--- config.mk ---
export PLATFORM = sky130hd
export DESIGN_NAME = i2c_bus_arbiter
export DESIGN_NICKNAME = d
export VERILOG_FILES = /design/src/rtl/i2c_arb_pkg.sv /design/src/rtl/i2c_bus_arbiter_rr_pick.sv /design/src/rtl/i2c_bus_arbiter.sv
export SDC_FILE = /design/constraint.sdc
export NUM_CORES = 1
export LEC_CHECK = 0
export ABC_AREA = 1
export CAP_MARGIN = 20
export CORE_UTILIZATION = 57
export CTS_CLUSTER_DIAMETER = 100
export DETAILED_ROUTE_END_ITERATION = 10
export DONT_BUFFER_PORTS = 1
export PLACE_DENSITY = 0.73
export SYNTH_ARGS = -nofsm -noshare
export SYNTH_HDL_FRONTEND = slang
export SYNTH_HIERARCHICAL = 1
export SYNTH_SLANG_ARGS = --single-unit
--- constraint.sdc ---
create_clock -name clk_i -period 1.7 [get_ports clk_i]
set_input_delay 0.34 -clock clk_i [delete_from_list [all_inputs] [get_ports clk_i]]
set_output_delay 0.34 -clock clk_i [all_outputs]
set_load 0.02 [all_outputs]
--- src/rtl/i2c_arb_pkg.sv ---
`default_nettype none
// ============================================================================
// Module   : i2c_arb_pkg
// Brief    : Shared types, widths and field-slicing helpers for i2c_bus_arbiter
// Revision : 1.0 - initial release
// ============================================================================
package i2c_arb_pkg;

  localparam int IIC_DW  = 32;
  localparam int IIC_CW  = 8;
  localparam int IIC_RW  = 8;
  localparam int MAX_REQ = 8;

  typedef enum logic [1:0] {
    ST_IDLE    = 2'd0,
    ST_LAUNCH  = 2'd1,
    ST_RUN     = 2'd2,
    ST_RELEASE = 2'd3
  } arb_state_t;

  // Callers zero-extend their packed bus to MAX_REQ slots so one helper fits any NUM_REQ.
  function automatic logic [IIC_DW-1:0] slice_word(input logic [IIC_DW*MAX_REQ-1:0] vec,
                                                   input int idx);
    return vec[idx*IIC_DW +: IIC_DW];
  endfunction

  function automatic logic [IIC_CW-1:0] slice_byte(input logic [IIC_CW*MAX_REQ-1:0] vec,
                                                   input int idx);
    return vec[idx*IIC_CW +: IIC_CW];
  endfunction

endpackage
`default_nettype wire

--- src/rtl/i2c_bus_arbiter_rr_pick.sv ---
`default_nettype none
// ============================================================================
// Module   : rr_pick
// Brief    : Combinational round-robin one-hot select, searching upward from last+1
// Revision : 1.0 - initial release
// ============================================================================
module rr_pick
  import i2c_arb_pkg::*;
#(
  parameter int NUM_REQ = 2,
  parameter int IW      = $clog2(NUM_REQ)
) (
  input  logic [NUM_REQ-1:0] i_req,
  input  logic [IW-1:0]      i_last,
  output logic [NUM_REQ-1:0] o_gnt,
  output logic [IW-1:0]      o_idx,
  output logic               o_valid
);

  always_comb begin
    int cand;
    cand    = 0;
    o_gnt   = '0;
    o_idx   = '0;
    o_valid = 1'b0;
    for (int i = 1; i <= NUM_REQ; i++) begin
      cand = int'(i_last) + i;
      if (cand >= NUM_REQ) cand = cand - NUM_REQ;
      if (!o_valid && i_req[IW'(cand)]) begin
        o_valid            = 1'b1;
        o_idx              = IW'(cand);
        o_gnt[IW'(cand)]   = 1'b1;
      end
    end
  end

endmodule
`default_nettype wire

--- src/rtl/i2c_bus_arbiter.sv ---
`default_nettype none
// ============================================================================
// Module   : i2c_bus_arbiter
// Brief    : Round-robin, whole-transaction sharing of one uii2c master with watchdog
// Revision : 1.0 - initial release
// ============================================================================
module i2c_bus_arbiter
  import i2c_arb_pkg::*;
#(
  parameter int NUM_REQ     = 2,
  parameter int TIMEOUT_CYC = 2000000,
  parameter int TO_W        = 21
) (
  input  logic                      clk_i,
  input  logic                      rst_n,
  input  logic [NUM_REQ-1:0]        req_i,
  input  logic [IIC_DW*NUM_REQ-1:0] req_wr_data_i,
  input  logic [IIC_CW*NUM_REQ-1:0] req_wr_cnt_i,
  input  logic [IIC_CW*NUM_REQ-1:0] req_rd_cnt_i,
  input  logic [NUM_REQ-1:0]        req_mode_i,
  output logic [NUM_REQ-1:0]        gnt_o,
  output logic [NUM_REQ-1:0]        done_o,
  output logic [NUM_REQ-1:0]        err_o,
  output logic [IIC_RW-1:0]         rd_data_o,
  output logic                      iic_en,
  output logic [IIC_DW-1:0]         iic_wr_data,
  output logic [IIC_CW-1:0]         iic_wr_cnt,
  output logic [IIC_CW-1:0]         iic_rd_cnt,
  output logic                      iic_mode,
  input  logic [IIC_RW-1:0]         iic_rd_data,
  input  logic                      iic_busy
);

  localparam int              c_iw       = $clog2(NUM_REQ);
  localparam int              c_dw_all   = IIC_DW * MAX_REQ;
  localparam int              c_cw_all   = IIC_CW * MAX_REQ;
  localparam logic [TO_W-1:0] c_to_last  = TO_W'(TIMEOUT_CYC - 1);
  localparam logic [c_iw-1:0] c_last_rst = c_iw'(NUM_REQ - 1);

  arb_state_t          r_state;
  logic [c_iw-1:0]     r_last;
  logic [TO_W-1:0]     r_wd;

  logic [NUM_REQ-1:0]  w_pick_gnt;
  logic [c_iw-1:0]     w_pick_idx;
  logic                w_pick_valid;
  logic [c_dw_all-1:0] w_wd_ext;
  logic [c_cw_all-1:0] w_wc_ext;
  logic [c_cw_all-1:0] w_rc_ext;
  logic                w_timeout;

  assign w_wd_ext  = c_dw_all'(req_wr_data_i);
  assign w_wc_ext  = c_cw_all'(req_wr_cnt_i);
  assign w_rc_ext  = c_cw_all'(req_rd_cnt_i);
  assign w_timeout = (r_wd == c_to_last);

  rr_pick #(
    .NUM_REQ (NUM_REQ),
    .IW      (c_iw)
  ) u_rr_pick (
    .i_req   (req_i),
    .i_last  (r_last),
    .o_gnt   (w_pick_gnt),
    .o_idx   (w_pick_idx),
    .o_valid (w_pick_valid)
  );

  always_ff @(posedge clk_i or negedge rst_n) begin
    if (!rst_n) begin
      r_state     <= ST_IDLE;
      r_last      <= c_last_rst;
      r_wd        <= '0;
      gnt_o       <= '0;
      done_o      <= '0;
      err_o       <= '0;
      rd_data_o   <= '0;
      iic_en      <= 1'b0;
      iic_wr_data <= '0;
      iic_wr_cnt  <= '0;
      iic_rd_cnt  <= '0;
      iic_mode    <= 1'b0;
    end else begin
      done_o <= '0;
      err_o  <= '0;
      case (r_state)
        ST_IDLE: begin
          if (w_pick_valid) begin
            gnt_o       <= w_pick_gnt;
            iic_en      <= 1'b1;
            r_last      <= w_pick_idx;
            r_wd        <= '0;
            iic_wr_data <= slice_word(w_wd_ext, int'(w_pick_idx));
            iic_wr_cnt  <= slice_byte(w_wc_ext, int'(w_pick_idx));
            iic_rd_cnt  <= slice_byte(w_rc_ext, int'(w_pick_idx));
            iic_mode    <= req_mode_i[w_pick_idx];
            r_state     <= ST_LAUNCH;
          end
        end
        // Busy already high on entry means the master is draining a timed-out
        // transfer; it will not accept a new start until idle, so treat it as taken.
        ST_LAUNCH: begin
          r_wd <= r_wd + 1'b1;
          if (iic_busy) begin
            iic_en  <= 1'b0;
            r_state <= ST_RUN;
          end else if (w_timeout) begin
            iic_en  <= 1'b0;
            err_o   <= gnt_o;
            r_state <= ST_RELEASE;
          end
        end
        ST_RUN: begin
          r_wd <= r_wd + 1'b1;
          if (!iic_busy) begin
            rd_data_o <= iic_rd_data;
            done_o    <= gnt_o;
            r_state   <= ST_RELEASE;
          end else if (w_timeout) begin
            err_o   <= gnt_o;
            r_state <= ST_RELEASE;
          end
        end
        ST_RELEASE: begin
          gnt_o   <= '0;
          r_state <= ST_IDLE;
        end
        default: r_state <= ST_IDLE;
      endcase
    end
  end

endmodule
`default_nettype wire

Word-level counts from Yosys, hierarchy flattened:

Cells that the tools add are included.

* register bits: 88
* bits of input ports: 111
* output and inout port bits: 64
* logic and storage cells: 86

* add/subtract/negate cells: 5
* order comparisons: 7
* equal/unequal tests: 6
* shifts and indexed selects: 3
* mux-type cells: 37
* bitwise gates (word level): 2
* reduce and logical (&&, ||, !) cells: 14

Operators by type and width (count)
* $shiftx 256x7->32: 1
* $shiftx 64x5->8: 2
* $pmux 21 s2: 1
* $mux 2: 12
* $add 21x1->21 const B: 1
* $eq 21x21->1 const B: 1
* $mux 21: 1
* $mux 1: 17
* $pmux 2 s2: 2
* $pmux 2 s4: 1
* $reduce_and 2->1: 4
* $lt 1x3->1 const B: 2
* $reduce_bool 2->1: 3
* $eq 2x2->1 const B: 2
* $add 1x2->3 const B: 1
* $ge 3x2->1 const B: 1
* $logic_and 1x1->1: 3
* $ne 3x3->1 const B: 1
* $reduce_and 3->1: 1
* $add 1x1->2 const B: 1
* $demux 1 s1: 2
* $eq 2x1->1 const B: 1
* $ge 1x1->1 const B: 2
* $ge 2x2->1 const B: 1
* 9 further kinds: 10

Depth between registers and ports, before layout:

* depth after elaboration: 12
* gate-level depth with buffers: 12

By module:

The synthesis kept the hierarchy.

Modules (own cells, without submodules)
* i2c_bus_arbiter: instances 1, cells each 550, area each 4247.8 sq um, seq. area each 2203.4 sq um
* rr_pick: instances 1, cells each 7, area each 36.3 sq um, seq. area each 0.0 sq um

Worst setup path before layout:

No wires, ideal clock.

* path type: register -> register
* start point: register r_state[0]
* end point: register r_wd[17]
* arrival time: 1640 ps
* path slack: -53 ps
* cell stages (with the launch flop): 12
* cells stage by stage: dfrtp_1 -> inv_1 -> ha_1 -> inv_2 -> o21ai_2 -> nand2_1 -> nor2_2 -> nand2_1 -> nand2_1 -> nand2_1 -> nand2_1 -> inv_1

* longest elaborated chain between the ends: 4
* elaborated cells on any way between the ends: 8
* classes of those cells: eq/ne (3); mux (1); reduce/logical (4)

RTL lines
* start: declaration: RTL line i2c_bus_arbiter.sv:40 `arb_state_t r_state;`
* start signal: assignment: RTL line i2c_bus_arbiter.sv:70 `r_state <= ST_IDLE;`
* start signal: assignment: RTL line i2c_bus_arbiter.sv:96 `r_state <= ST_LAUNCH;`
* start signal: assignment: RTL line i2c_bus_arbiter.sv:105 `r_state <= ST_RUN;`
* $eq 2x2->1 or $eq 2x1->1 (tied branches): RTL line i2c_bus_arbiter.sv:85 `case (r_state)`
* $reduce_or 2->1 (no line)
* $reduce_bool 2->1 (no line)
* $reduce_and 2->1 (no line)
* end signal: assignment: RTL line i2c_bus_arbiter.sv:102 `r_wd <= r_wd + 1'b1;`
* end signal: assignment: RTL line i2c_bus_arbiter.sv:113 `r_wd <= r_wd + 1'b1;`
* end: declaration: RTL line i2c_bus_arbiter.sv:42 `logic [TO_W-1:0] r_wd;`

Several ways; a longest one is shown, not always the timed one.
A chain may end at the register's enable or synchronous reset.

Worst setup path in the final report:

* start point: register r_state[0]
* end point: register r_wd[6]

The elaborated chain is that of the path after synthesis.

==> summary.md <==
| Metric | Value |
|---|---|
| Ant diodes | 0 |
| Cell Area, Placed | 0.00452 mm2 |
| Most frequent cells in the layout | nand2_1, a21oi_1, dfrtp_1 |
| Initial core utilization | 0.591 |
| Max-slew violations | 0 |
| Internal power | 4.63 mW |
| Static leakage | 2.18 nW |
| DR pass1 iterations | 5 |
| RSZ-0062 raised after global routing | true |
| Mapped Cells | 557 |
| Vias in the first global route | 3,217 |
| Commonest non-fill, non-tap cell in the layout | nand2_1 |
| Num rows | 31 |
| Comb pwr share | 0.315 |
| Switching share of power | 0.455 |
| Sequential share of power | 0.518 |
| Peak supply drop | 882 uV |
| Final Setup Violations | 0 |
| WL/cell | 15.0 um |
| Hold Vio Cnt, Final | 88 |
| Slowest stage delay, CP | 0.41 ns |
| Register Area | 0.00220 mm2 |
| Io pins | 175 |
| Warnings from Yosys | 6 |
| Fin crit period | 1.63 ns |
| Port bufs | 0 |
| Syn_nets | 674 |
| Post-synthesis sequential area ratio | 0.514 |
| Worst reg2reg path endpoint | r_wd[6] |
| Final instance area | 0.00479 mm2 |
| Area of the core | 0.00725 mm2 |
| TritonCTS clock tree | done |
| Netlist cell types | 28 |
| GR Overflow Total | 0 |
| Critical path peak fanout | 6 |
| Crit end category | register |
| Die Wd | 88.7 um |
| Setup slack, reg-to-reg | 0.07 ns |
| DRC viols | 0 |
| Switching power | 3.86 mW |
| H-Tree Depth | 3 |
| Crit share post-route | 0.957 |
| Critical path launch point type | register |
| Synth-to-layout area growth | 11.9% |
| Antenna violations before repair | 0 |
| Share of cells above drive strength 1 | 0.106 |
| Clk root buf | clkbuf_8 |
| Syn Area/Cell | 7.69 um2 |
| Synth Cell Area | 0.00428 mm2 |
| Area of the multi-input gates | 0.00186 mm2 |
| Max-Cap Viols | 0 |
| Setup Skew | 0.0136 ns |
| Post-synthesis register bit count | 88 |
| CP required | 1.94 ns |
| Die area | 0.00787 mm2 |
| Crit path cell chain | inv_2 -> ha_4 -> buf_4 -> nor2_4 -> clkinvlp_4 -> buf_4 -> o21ai_0 -> a21oi_1 |
| Launch point of the worst reg-to-reg path | r_state[0] |
| Worst hold margin | -0.337 ns |
| Kind of critical path | reg -> reg |
| Worst Reg2Reg Path Length in Cells | 8 |
| CTS max path bufs | 2 |
| Failing checks | hold timing |
| Total CTS buffers | 9 |
| NumNets Final | 687 |
| Data arrival, critical path | 1.86 ns |
| Vias | 3,744 |
| Hold crit path type | in -> async |
| Antenna Nets Post-Route | 0 |
| Die Span Y | 88.7 um |
| Critical path's slowest cell | dfrtp_1 |
| Final HPWL DP | 7040 um |
| Critical Path Most Common Cell | buf_4 |
| Fin worst setup slack | 0.0731 ns |
| Clock latency on the worst-skew pair | 0.36 ns |
| Final RePlAce weighted congestion | 0.860 |
| Post-Route WL | 10,100 um |
| Power density cells | 1770 mW/mm2 |
| First-pass GRT wire length | 15,000 um |
| Fmax | 615 MHz |
| Filler Cells Inserted | 631 |
| Vias/cell | 5.55 |
| Clock network fraction of design power | 0.166 |
| Clk sinks | 88 |
| All-Layer GR Usage | 0.249 |
| Clock-pin slew on the worst setup and hold paths | 0.10 ns |
| Drt initial violations | 249 |
| Status | finished with violations |
| Largest net degree at the start of global routing | 89 |
| Pre-CTS WS | 0.0277 ns |
-- cell families (layout without fill, tap and decap cells) --
group	count (synthesis)	after routing	share of synthesized area
compound gates	129	129	0.153
xor+xnor	2	2	0.00409
fa+ha+maj	6	6	0.0175
buf+inv	68	86	0.0640
flops	88	88	0.514
other cells	1	1	0.000875
simple gates	263	263	0.246
-- registers in the layout, summed over array words and instances (netlist names) --
| register | flops |
|---|---|
| iic_wr_data | 32 |
| r_wd | 21 |
| iic_rd_cnt | 8 |
| iic_wr_cnt | 8 |
| rd_data_o | 8 |
| done_o | 2 |
| err_o | 2 |
| gnt_o | 2 |
| r_state | 2 |
| iic_en | 1 |
| iic_mode | 1 |
| r_last | 1 |
-- through the flow --
stage / TNS (ns) / hold slack [ns] / power (mW) / utilization / instances
floorplan: 0 / 0.0444 / 6.09 / - / 557
global placement: 0 / 0.0486 / 6.85 / 0.623 / 654
detailed placement: 0 / 0.0467 / 6.97 / 0.623 / 654
CTS: 0 / -0.351 / 8.39 / 0.651 / 670
global route: -0.0170 / -0.357 / 9.09 / 0.661 / 674
finish: 0 / -0.337 / 8.49 / 0.661 / 674
-- power groups by stage --
stage / Clock (mW) / Combinational [mW] / Sequential [mW]
6_report: 1.41 / 2.68 / 4.40
5_1_grt: 1.53 / 3.05 / 4.50
4_1_cts: 1.45 / 2.54 / 4.40
3_5_place_dp: 0 / 2.55 / 4.42
3_3_place_gp: 0 / 2.43 / 4.42
2_1_floorplan: 0 / 1.85 / 4.24
-- layout make-up --
| class | count | share of cell area |
|---|---|---|
| tap | 99 | 0.0258 |
| timing repair buffer | 27 | 0.0498 |
| sequential | 88 | 0.460 |
| multi-input combinational | 401 | 0.388 |
| timing repair inverter | 1 | 0.00157 |
| clock inverter | 5 | 0.00939 |
| clock buffer | 11 | 0.0316 |
| inverter | 42 | 0.0344 |
-- worst max path at each step --
stage,start,to,slack (ns),cells past startpoint
5_1_grt,r_state[0],r_wd[19],-0.02,11
3_5_place_dp,r_state[1],r_wd[19],0.03,11
2_1_floorplan,r_state[1],r_wd[7],0.008,10
3_3_place_gp,r_state[1],r_wd[19],0.08,11
6_report,r_state[0],r_wd[6],0.07,8
4_1_cts,r_state[0],r_wd[19],0.003,11
-- critical path, delay by kind of cell (launching register included) --
kind            cells  cell delay (ns)
buf+inv             4             0.61
flops               1             0.41
fa+ha+maj           1             0.21
simple gates        1             0.17
compound gates      2             0.12
-- cells in the mapped netlist (all sizes together) --
| cell type | count | area share |
|---|---|---|
| buf | 13 | 0.015 |
| o21ai | 14 | 0.017 |
| nor4 | 1 | 0.0015 |
| a31oi | 1 | 0.0015 |
| dfstp | 1 | 0.0061 |
| nand4 | 5 | 0.0073 |
| o21bai | 1 | 0.0018 |
| nor2 | 92 | 0.084 |
| o22ai | 1 | 0.0015 |
| ha | 6 | 0.018 |
| clkbuf | 13 | 0.012 |
| a21oi | 112 | 0.13 |
| dfrtp | 87 | 0.51 |
| nor4b | 1 | 0.0020 |
| nor3 | 6 | 0.0070 |
| conb | 1 | 0.00088 |
| xor2 | 2 | 0.0041 |
| nand2 | 135 | 0.12 |
| inv | 40 | 0.035 |
| nand3 | 23 | 0.027 |
| clkinv | 2 | 0.0018 |
-- layer usage --
metal,up-vias,part of all wire,global-route usage
li1,1820,-,-
met1,1747,0.42,0.320
met2,160,0.49,0.415
met3,17,0.072,0.0616
met4,0,0.019,0.0777
met5,-,0,0
-- what timing repair did --
item | 4_1_cts | 5_1_grt
endpoints found under the setup margin | 0 | 67
buffers inserted | 0 | 3
resized for setup | 0 | 14
endpoints found under the hold margin | 88 | 88
No activity file was read; power rests on OpenSTA's default activity.
